$ cat src/rtl/bcd_share_scheduler.sv
// Time-shares one binary-to-BCD converter across three counter channels, caching each result.
// Latency: value change to bcd_i update is 4 + converter latency cycles when idle.
// Backpressure: changes are queued as pending bits and served round-robin; WAIT gives up after TIMEOUT cycles.
module bcd_share_scheduler #(
    parameter int WIDTH         = 8,
    parameter int REFRESH_TICKS = 100000,
    parameter int TIMEOUT       = 64
) (
    input  logic             clk,
    input  logic             rst_n,
    input  logic [WIDTH-1:0] value_0,
    input  logic [WIDTH-1:0] value_1,
    input  logic [WIDTH-1:0] value_2,
    output logic             conv_start,
    output logic [WIDTH-1:0] conv_bin,
    input  logic             conv_done,
    input  logic [11:0]      conv_bcd,
    output logic [11:0]      bcd_0,
    output logic [11:0]      bcd_1,
    output logic [11:0]      bcd_2,
    output logic [2:0]       valid,
    output logic             busy,
    output logic             err
);

    localparam int RW = $clog2(REFRESH_TICKS + 1);
    localparam int TW = $clog2(TIMEOUT + 1);

    typedef enum logic [1:0] {IDLE, START, WAIT, STORE} state_t;

    state_t                  state, state_nxt;
    logic [2:0][WIDTH-1:0]   val;
    logic [2:0][WIDTH-1:0]   snap;
    logic [2:0]              pending;
    logic [2:0]              chg;
    logic [2:0]              clr;
    logic [RW-1:0]           refresh_cnt;
    logic                    refresh_hit;
    logic [1:0]              gnt;
    logic [1:0]              last_gnt;
    logic [1:0]              pick;
    logic                    pick_vld;
    logic [TW-1:0]           timer;
    logic [11:0]             cap_bcd;
    logic                    load;
    logic                    store;
    logic                    tmo;

    assign val         = {value_2, value_1, value_0};
    assign refresh_hit = (refresh_cnt == RW'(REFRESH_TICKS - 1));

    always_comb begin
        for (int i = 0; i < 3; i++) begin
            chg[i] = (val[i] != snap[i]);
        end
    end

    // Search starts just after the last granted channel; lowest offset wins.
    always_comb begin
        pick     = 2'd0;
        pick_vld = 1'b0;
        for (int k = 3; k >= 1; k--) begin
            if (pending[(int'(last_gnt) + k) % 3]) begin
                pick     = 2'((int'(last_gnt) + k) % 3);
                pick_vld = 1'b1;
            end
        end
    end

    always_comb begin
        state_nxt  = state;
        conv_start = 1'b0;
        load       = 1'b0;
        store      = 1'b0;
        tmo        = 1'b0;
        clr        = 3'b000;
        busy       = (state != IDLE);
        case (state)
            IDLE: begin
                if (pick_vld) begin
                    load      = 1'b1;
                    state_nxt = START;
                end
            end
            START: begin
                conv_start = 1'b1;
                state_nxt  = WAIT;
            end
            WAIT: begin
                if (conv_done) begin
                    state_nxt = STORE;
                end else if (timer == TW'(TIMEOUT - 1)) begin
                    tmo       = 1'b1;
                    state_nxt = IDLE;
                end
            end
            STORE: begin
                store     = 1'b1;
                state_nxt = IDLE;
                // A value that moved during conversion keeps its request alive.
                if (val[gnt] == conv_bin) begin
                    clr[gnt] = 1'b1;
                end
            end
            default: state_nxt = IDLE;
        endcase
    end

    always_ff @(posedge clk or negedge rst_n) begin
        if (!rst_n) begin
            state       <= IDLE;
            snap        <= '0;
            pending     <= 3'b111;
            refresh_cnt <= '0;
            gnt         <= 2'd0;
            last_gnt    <= 2'd2;
            conv_bin    <= '0;
            timer       <= '0;
            cap_bcd     <= '0;
            bcd_0       <= '0;
            bcd_1       <= '0;
            bcd_2       <= '0;
            valid       <= 3'b000;
            err         <= 1'b0;
        end else begin
            state       <= state_nxt;
            snap        <= val;
            refresh_cnt <= refresh_hit ? '0 : refresh_cnt + 1'b1;
            pending     <= (pending & ~clr) | chg | {3{refresh_hit}};
            timer       <= (state == WAIT) ? timer + 1'b1 : '0;
            if (load) begin
                gnt      <= pick;
                conv_bin <= val[pick];
            end
            if (state == WAIT && conv_done) begin
                cap_bcd <= conv_bcd;
            end
            if (store) begin
                case (gnt)
                    2'd0:    bcd_0 <= cap_bcd;
                    2'd1:    bcd_1 <= cap_bcd;
                    default: bcd_2 <= cap_bcd;
                endcase
                valid[gnt] <= 1'b1;
                last_gnt   <= gnt;
            end
            if (tmo) begin
                err <= 1'b1;
            end
        end
    end

endmodule

$ cat config.mk
export PLATFORM = sky130hd
export DESIGN_NAME = bcd_share_scheduler
export DESIGN_NICKNAME = d
export VERILOG_FILES = /design/src/rtl/bcd_share_scheduler.sv
export SDC_FILE = /design/constraint.sdc
export NUM_CORES = 1
export LEC_CHECK = 0
export BUFFER_PORTS_ARGS = -buffer_cell sky130_fd_sc_hd__buf_2
export CAP_MARGIN = 20
export CORE_MARGIN = 2
export CORE_UTILIZATION = 50
export DETAILED_ROUTE_END_ITERATION = 16
export GPL_TIMING_DRIVEN = 0
export PLACE_DENSITY = 0.78
export SLEW_MARGIN = 40
export SYNTH_ARGS = -nofsm -noshare
export SYNTH_HDL_FRONTEND = slang
export SYNTH_SLANG_ARGS = --single-unit
$ cat constraint.sdc
create_clock -name clk -period 5.2 [get_ports clk]
set_input_delay 0.52 -clock clk [delete_from_list [all_inputs] [get_ports clk]]
set_output_delay 0.52 -clock clk [all_outputs]
set_load 0.005 [all_outputs]
==> out/metrics.yaml, run 1 <==
antenna_left: 0
drive_gt1_share_pct: 36.6
multi_input_area_um2: 2410
insertedDiodeCount: 0
synthesis.area_um2: 5490
hold_violations: 0
finish.utilization_pct: 62.0
core_um2: 10800
cp_top_family: "compound AO/OA/AOI/OAI gates"
power_mw: 3.84
layout_common_cells: "dfrtp_1, buf_2, mux2_2"
finalNetCount: 598
worst_slack_ns: 2.83
final-setup-viol-count: 0
fp.dieH_um: 109
grt_usage_pct: 22.8
initial_core_util_pct: 50.8
arrival_ns: 2.76
postCtsSetupBuffers: 0
end_kind: "register"
cts_tree: "yes"
path_clk_slew_ns: 0.06
worstPathCellList: "inv_1 -> ha_1 -> nor3b_1 -> o21ai_0 -> a21oi_2 -> nand2b_1 -> buf_6 -> o211ai_1"
io_buffers: 88
clock-sinks: 117
gp_congestion: 0.846
place_inst: 673
grt-ovfl-total: 0
yosysSeqAreaShare_pct: 53.5
syn_nets: 489
drtPass1Iterations: 4
post-route-drc-count: 0
crit_type: "register to register"
stdcell_count: 705
placementRows: 38
numCtsBuffers: 17
worstPathMaxFanout: 10
tightest_slew_ns: 0.608
pin_count: 89
power_density_nw_per_um2: 574
antenna_found_initial: 0
grt_pass1_wl_mm: 20.3
clk_latency_ns: 0.51
h-tree-depth: 4
dp_hpwl_mm: 8.47
die_area_um2: 11800
area_growth_pct: 22.0
pre_cts_ws_ns: 2.93
rsz0062_at_grt: "false"
relSlewSlack_pct: 59.1
viasPerCell: 5.56
totalWireLength_mm: 12.4
fmax_mhz: 421
first_global_vias: 4098
clockRootBuffer: "clkbuf_8"
fin_worst_skew_ns: 0.00766
cp.buffers_inverters: 2
r2r_setup_slack_ns: 2.83
critPathLaunchType: "register"
grt_max_degree: 79
vias: 3919
period_share_pct: 45.7
ys_ff_latch: 117
ys.warnings.count: 0
setup_tns_ns: 0
seqCellArea_um2: 2930
die_x_um: 109
routedWlPerCell_um: 17.6
synth_area_per_cell_um2: 12.4
slew_viol_final: 0
min_period_ns: 2.37
outcome: "complete, no violations"
drt_iter0_drc: 184
peakVddDrop_mv: 0.398
num-fill-cells: 831
synth_cells: 444
critical_path.slowest_cell: "dfstp_2"
clock_path_buffers: 2
synth_cell_types: 52
cp.required_ns: 5.59
drv_cap: 0
p_leak_nw: 2.99
final_common_cell: "dfrtp_1"
slowest_delay_ns: 0.55
hp-class: "input port to register"
-- through the flow --
stage / hold WS (ns) / area (µm²)
after floorplan: 0.224 / 5490
after global placement: 0.433 / 6100
after detailed placement: 0.421 / 6140
after CTS: 0.144 / 6700
after global routing: 0.141 / 6700
final: 0.163 / 6700
-- path summary, 6_finish.rpt --
check	startpoint	end	cells after the start
setup / recovery	last_gnt[1]	conv_bin[6]	8
hold / removal	value_2[2]	snap[18]	1
setup reg to reg	last_gnt[1]	conv_bin[6]	8
hold reg to reg	timer[0]	timer[0]	1
max in group asynchronous	rst_n	last_gnt[1]	3
min in group asynchronous	rst_n	snap[23]	2
-- timing repair --
item,in CTS,in global routing
gates resized for setup,0,0
hold buffers,1,0
endpoints found under the hold margin,37,0
-- area by class of cell --
cell class	instances	area share [%]
Clock buffer	20	6.50
Inverter	7	0.392
Tap cell	140	2.62
Multi-Input combinational cell	303	36.0
Sequential cell	117	43.8
Buffer	17	1.79
Clock inverter	11	1.64
Timing Repair Buffer	90	7.29
-- kinds of logic (layout without fill, tap and decap cells) --
| logic type | after synthesis | count (layout) | synth area share (%) |
|---|---|---|---|
| compound gates | 38 | 38 | 5.97 |
| fa+ha+maj | 6 | 6 | 1.37 |
| simple gates | 146 | 146 | 15.7 |
| xor+xnor | 44 | 44 | 7.02 |
| buf+inv | 24 | 145 | 2.67 |
| flops | 117 | 117 | 53.5 |
| mux | 69 | 69 | 13.8 |
-- registers in the layout (all words and copies together) (netlist names) --
signal       cells
conv_bin         8
err              1
bcd_0           12
cap_bcd         12
bcd_1           12
refresh_cnt     17
last_gnt         2
gnt              2
timer            7
pending          3
valid            3
bcd_2           12
snap            24
state            2
-- routing by layer --
layer	part of all wire, %	track usage, %
met3	5.9	7.23
met1	42	28.0
met5	0	0
met4	1.5	9.34
met2	50	37.2
-- synthesized netlist by cell type, drive strengths merged --
library cell	number	area [µm²]
nor4	4	37.5
nor3	4	25.0
ha	6	75.1
nand3b	1	7.51
o22ai	4	25.0
o31ai	1	21.3
or3	3	18.8
or2	2	12.5
nor2	22	82.6
o21ai	4	20.0
a32o	1	11.3
o2111ai	1	8.76
nor4b	2	17.5
nand4	11	68.8
nor3b	9	82.6
o21a	1	7.51
and4b	1	10.0
nand2b	19	119
nand2	24	90.1
a21o	1	7.51
nand3	15	75.1
dfrtp	113	2830
o211ai	8	95.1
nand4b	8	70.1
dfstp	4	105
o21bai	2	15.0
o31a	1	8.76
buf	15	111
mux2i	19	190
mux2	50	567
xnor2	37	324
xor2	7	61.3
nor2b	10	62.6
and3	2	12.5
and4	3	26.3
inv	7	26.3
and2	1	6.26
o221ai	8	70.1
clkbuf	2	8.75
and2b	5	37.5
a21oi	6	37.5
-- where the power goes --
group / switching, mW / internal (mW) / total [mW]
sequential: 0.196 / 1.18 / 1.38
combinational: 0.696 / 0.689 / 1.38
clock: 0.397 / 0.684 / 1.08
(Power assumes the default switching activity.)
==> run 2: changes to the inputs <==
--- a/config.mk
+++ b/config.mk
@@ -11,7 +11,7 @@
 export CORE_UTILIZATION = 50
 export DETAILED_ROUTE_END_ITERATION = 16
 export GPL_TIMING_DRIVEN = 0
-export PLACE_DENSITY = 0.78
+export PLACE_DENSITY = 0.81
 export SLEW_MARGIN = 40
 export SYNTH_ARGS = -nofsm -noshare
 export SYNTH_HDL_FRONTEND = slang
==> constraint.sdc (replaced) <==
create_clock -name clk -period 2.1 [get_ports clk]
set_input_delay 0.21 -clock clk [delete_from_list [all_inputs] [get_ports clk]]
set_output_delay 0.21 -clock clk [all_outputs]
set_load 0.005 [all_outputs]
==> run 2 against run 1 <==
  * The run now ends with setup timing left
  * Die area is the same
  * Final cell count grew 6.0%
  * First-iteration DRC count grew 17%
  * Combinational power grew to 2.7 times the previous value
  * Routed wire length grew 8.8%
  * Sequential share of layout area shrank 3.0 points
  * Cell area grew 7.5%
  * Worst hold slack gained 0.0023 ns
  * Non-clock buffer count grew 41
  * Count of clock-buffer cells in the layout grew 1
  * Clock power grew to 2.6 times the previous value
  * Critical endpoint is now conv_bin[5]
  * Largest cell class unchanged
  * Largest power group is now combinational logic
==> out/metrics.yaml, run 2 (synthesis results as in run 1) <==
outcome: "complete, but fails checks"
failed_checks: "setup timing"
end_kind: "register"
critPathLaunchType: "register"
rsz0062_at_grt: "true"
clock_path_buffers: 2  # unchanged
arrival_ns: 2.51  # -0.25 ns
routedWlPerCell_um: 18.1  # +2.7%
vias: 4107  # +4.8%
clk_latency_ns: 0.52  # about the same
die_area_um2: 11800  # unchanged
use_met3_pct: 7.23  # unchanged
grt_util_met1_pct: 28.4  # +0.36 points
pwr-share-comb_pct: 37.5  # +1.4 points
initial_core_util_pct: 50.8  # unchanged
grt_max_degree: 78  # -1.3%
final-setup-viol-count: 8  # +8
placementRows: 38  # unchanged
die_x_um: 109  # unchanged
slew_viol_final: 0  # unchanged
clockRootBuffer: "clkbuf_8"
drt_iter0_drc: 215  # +17%
post-route-drc-count: 0  # unchanged
min_period_ns: 2.12  # -0.254 ns
relSlewSlack_pct: 67.7  # +8.5 points
pwr-share-seq_pct: 34.1  # -1.7 points
fmax_mhz: 472  # +12%
worst_slack_ns: -0.0198  # -2.85 ns
reg.largest.list: "snap (24), refresh_cnt (17)"
hold_violations: 0  # unchanged
worstPathCellList: "ha_2 -> nor2b_1 -> o21a_2 -> o31a_1 -> nand2b_1 -> buf_6 -> o211ai_2"
cts_tree: "yes"
drtPass1Iterations: 5  # +1
clkPwrFrac_pct: 28.3  # +0.2 points
totalWireLength_mm: 13.5  # +8.8%
stdcell_count: 747  # +6.0%
clock-sinks: 117  # unchanged
grt-busiest-layer: "met2"
crit_type: "register to register"
io_buffers: 88  # unchanged
power_density_nw_per_um2: 1390  # +140%
slowest_delay_ns: 0.56  # about the same
drv_cap: 0  # unchanged
hp-class: "input port to async pin"
viasPerCell: 5.50  # -1.1%
area_growth_pct: 31.2
place_inst: 673  # unchanged
antenna_found_initial: 0  # unchanged
fin_worst_skew_ns: 0.00790  # +0.000243 ns
met2_usage_pct: 42.3  # +5.1 points
core_um2: 10800  # unchanged
largest_register_ffs: 24  # unchanged
p_leak_nw: 3.17  # +6.0%
gp_congestion: 0.806  # -4.8%
worstPathMaxFanout: 10  # unchanged
critical_path.slowest_cell: "dfstp_2"
pin_count: 89  # unchanged
drive_gt1_share_pct: 36.6  # -0.064 points
numCtsBuffers: 17  # unchanged
grt_pass1_wl_mm: 22.0  # +8.5%
cp.required_ns: 2.49  # -3.10 ns
p_int_mw: 6.59  # +160%
antenna_left: 0  # unchanged
p_switching_mw: 3.40  # +160%
path_clk_slew_ns: 0.06  # about the same
power_mw: 9.99  # +160%
fp.dieH_um: 109  # unchanged
grt_usage_pct: 24.3  # +1.6 points
insertedDiodeCount: 0  # unchanged
final_common_cell: "dfrtp_1"
dp_hpwl_mm: 8.70  # +2.7%
finalNetCount: 639  # +6.9%
first_global_vias: 4463  # +8.9%
tightest_slew_ns: 0.481  # -0.127 ns
largest_register: "snap"
peakVddDrop_mv: 0.809  # +100%
layout_common_cells: "dfrtp_1, buf_2, mux2_2"
h-tree-depth: 4  # unchanged
period_share_pct: 101  # +55 points
grt-ovfl-total: 0  # unchanged
swShare_pct: 34.0  # +0.47 points
-- run 2: worst paths after layout --
check                            startpoint           to  slack [ns]  cells after the start
worst max-delay path            last_gnt[1]  conv_bin[5]       -0.02                      7
worst min-delay path                  rst_n     snap[23]        0.17                      2
worst max register to register  last_gnt[1]  conv_bin[5]       -0.02                      7
worst min register to register     timer[0]     timer[0]        0.45                      1
max in group asynchronous             rst_n  last_gnt[1]        1.23                      3
min in group clk                 value_2[6]     snap[22]        0.40                      2
-- run 2: cell type report --
class | count | area [µm²]
buffer | 16 | 119
clock buffer | 21 | 459
clock inverter | 11 | 125
fill | 772 | 3600
inverter | 7 | 26.3
multi-input combinational | 303 | 2450
sequential | 117 | 2930
tap | 140 | 175
timing repair buffer | 132 | 903
-- run 2: layer usage --
layer,share of wire [%],routed length (µm)
met3,6.9,938
met5,0,0
met1,41,5510
met4,1.5,199
met2,51,6870
-- run 2: worst max-delay path: cells and delay by family, from the launching register on --
kind / cells / cell delay, ns
adders and majority gates: 1 / 0.34
DFF: 1 / 0.56
buffers and inverters: 1 / 0.17
AOI/OAI and AO/OA: 3 / 0.66
and+or+nand+nor: 2 / 0.27
-- run 2: per-stage QoR --
stage | setup WS (ns) | util [%] | TNS [ns] | area, µm² | hold slack [ns]
final | -0.0198 | 66.7 | -0.110 | 7200 | 0.166
after global routing | -0.0862 | 66.7 | -0.632 | 7200 | 0.195
after CTS | 0.000000444 | 66.4 | 0 | 7170 | 0.171
after detailed placement | -0.178 | 56.9 | -1.47 | 6140 | 0.119
after global placement | -0.502 | 56.5 | -56.56 | 6100 | 0.374
after floorplan | 0.0727 | - | 0 | 5490 | -0.0856
-- run 2: what timing repair did --
item                                    4_1_cts  5_1_grt
hold endpoints to repair                    154        0
gates resized for setup                       8        7
endpoints found under the setup margin       10       10
buffers inserted                              5        0
cloned                                        0        0
hold buffers                                 38        0
pin swaps                                     4        2
-- run 2: power groups by stage --
stage / clock network (mW) / logic [mW] / registers (mW)
6_report: 2.83 / 3.75 / 3.41
5_1_grt: 2.94 / 4.04 / 3.50
2_1_floorplan: 0 / 2.28 / 3.37
4_1_cts: 2.86 / 3.67 / 3.40
3_5_place_dp: 0 / 3.46 / 3.41
3_3_place_gp: 0 / 3.33 / 3.36
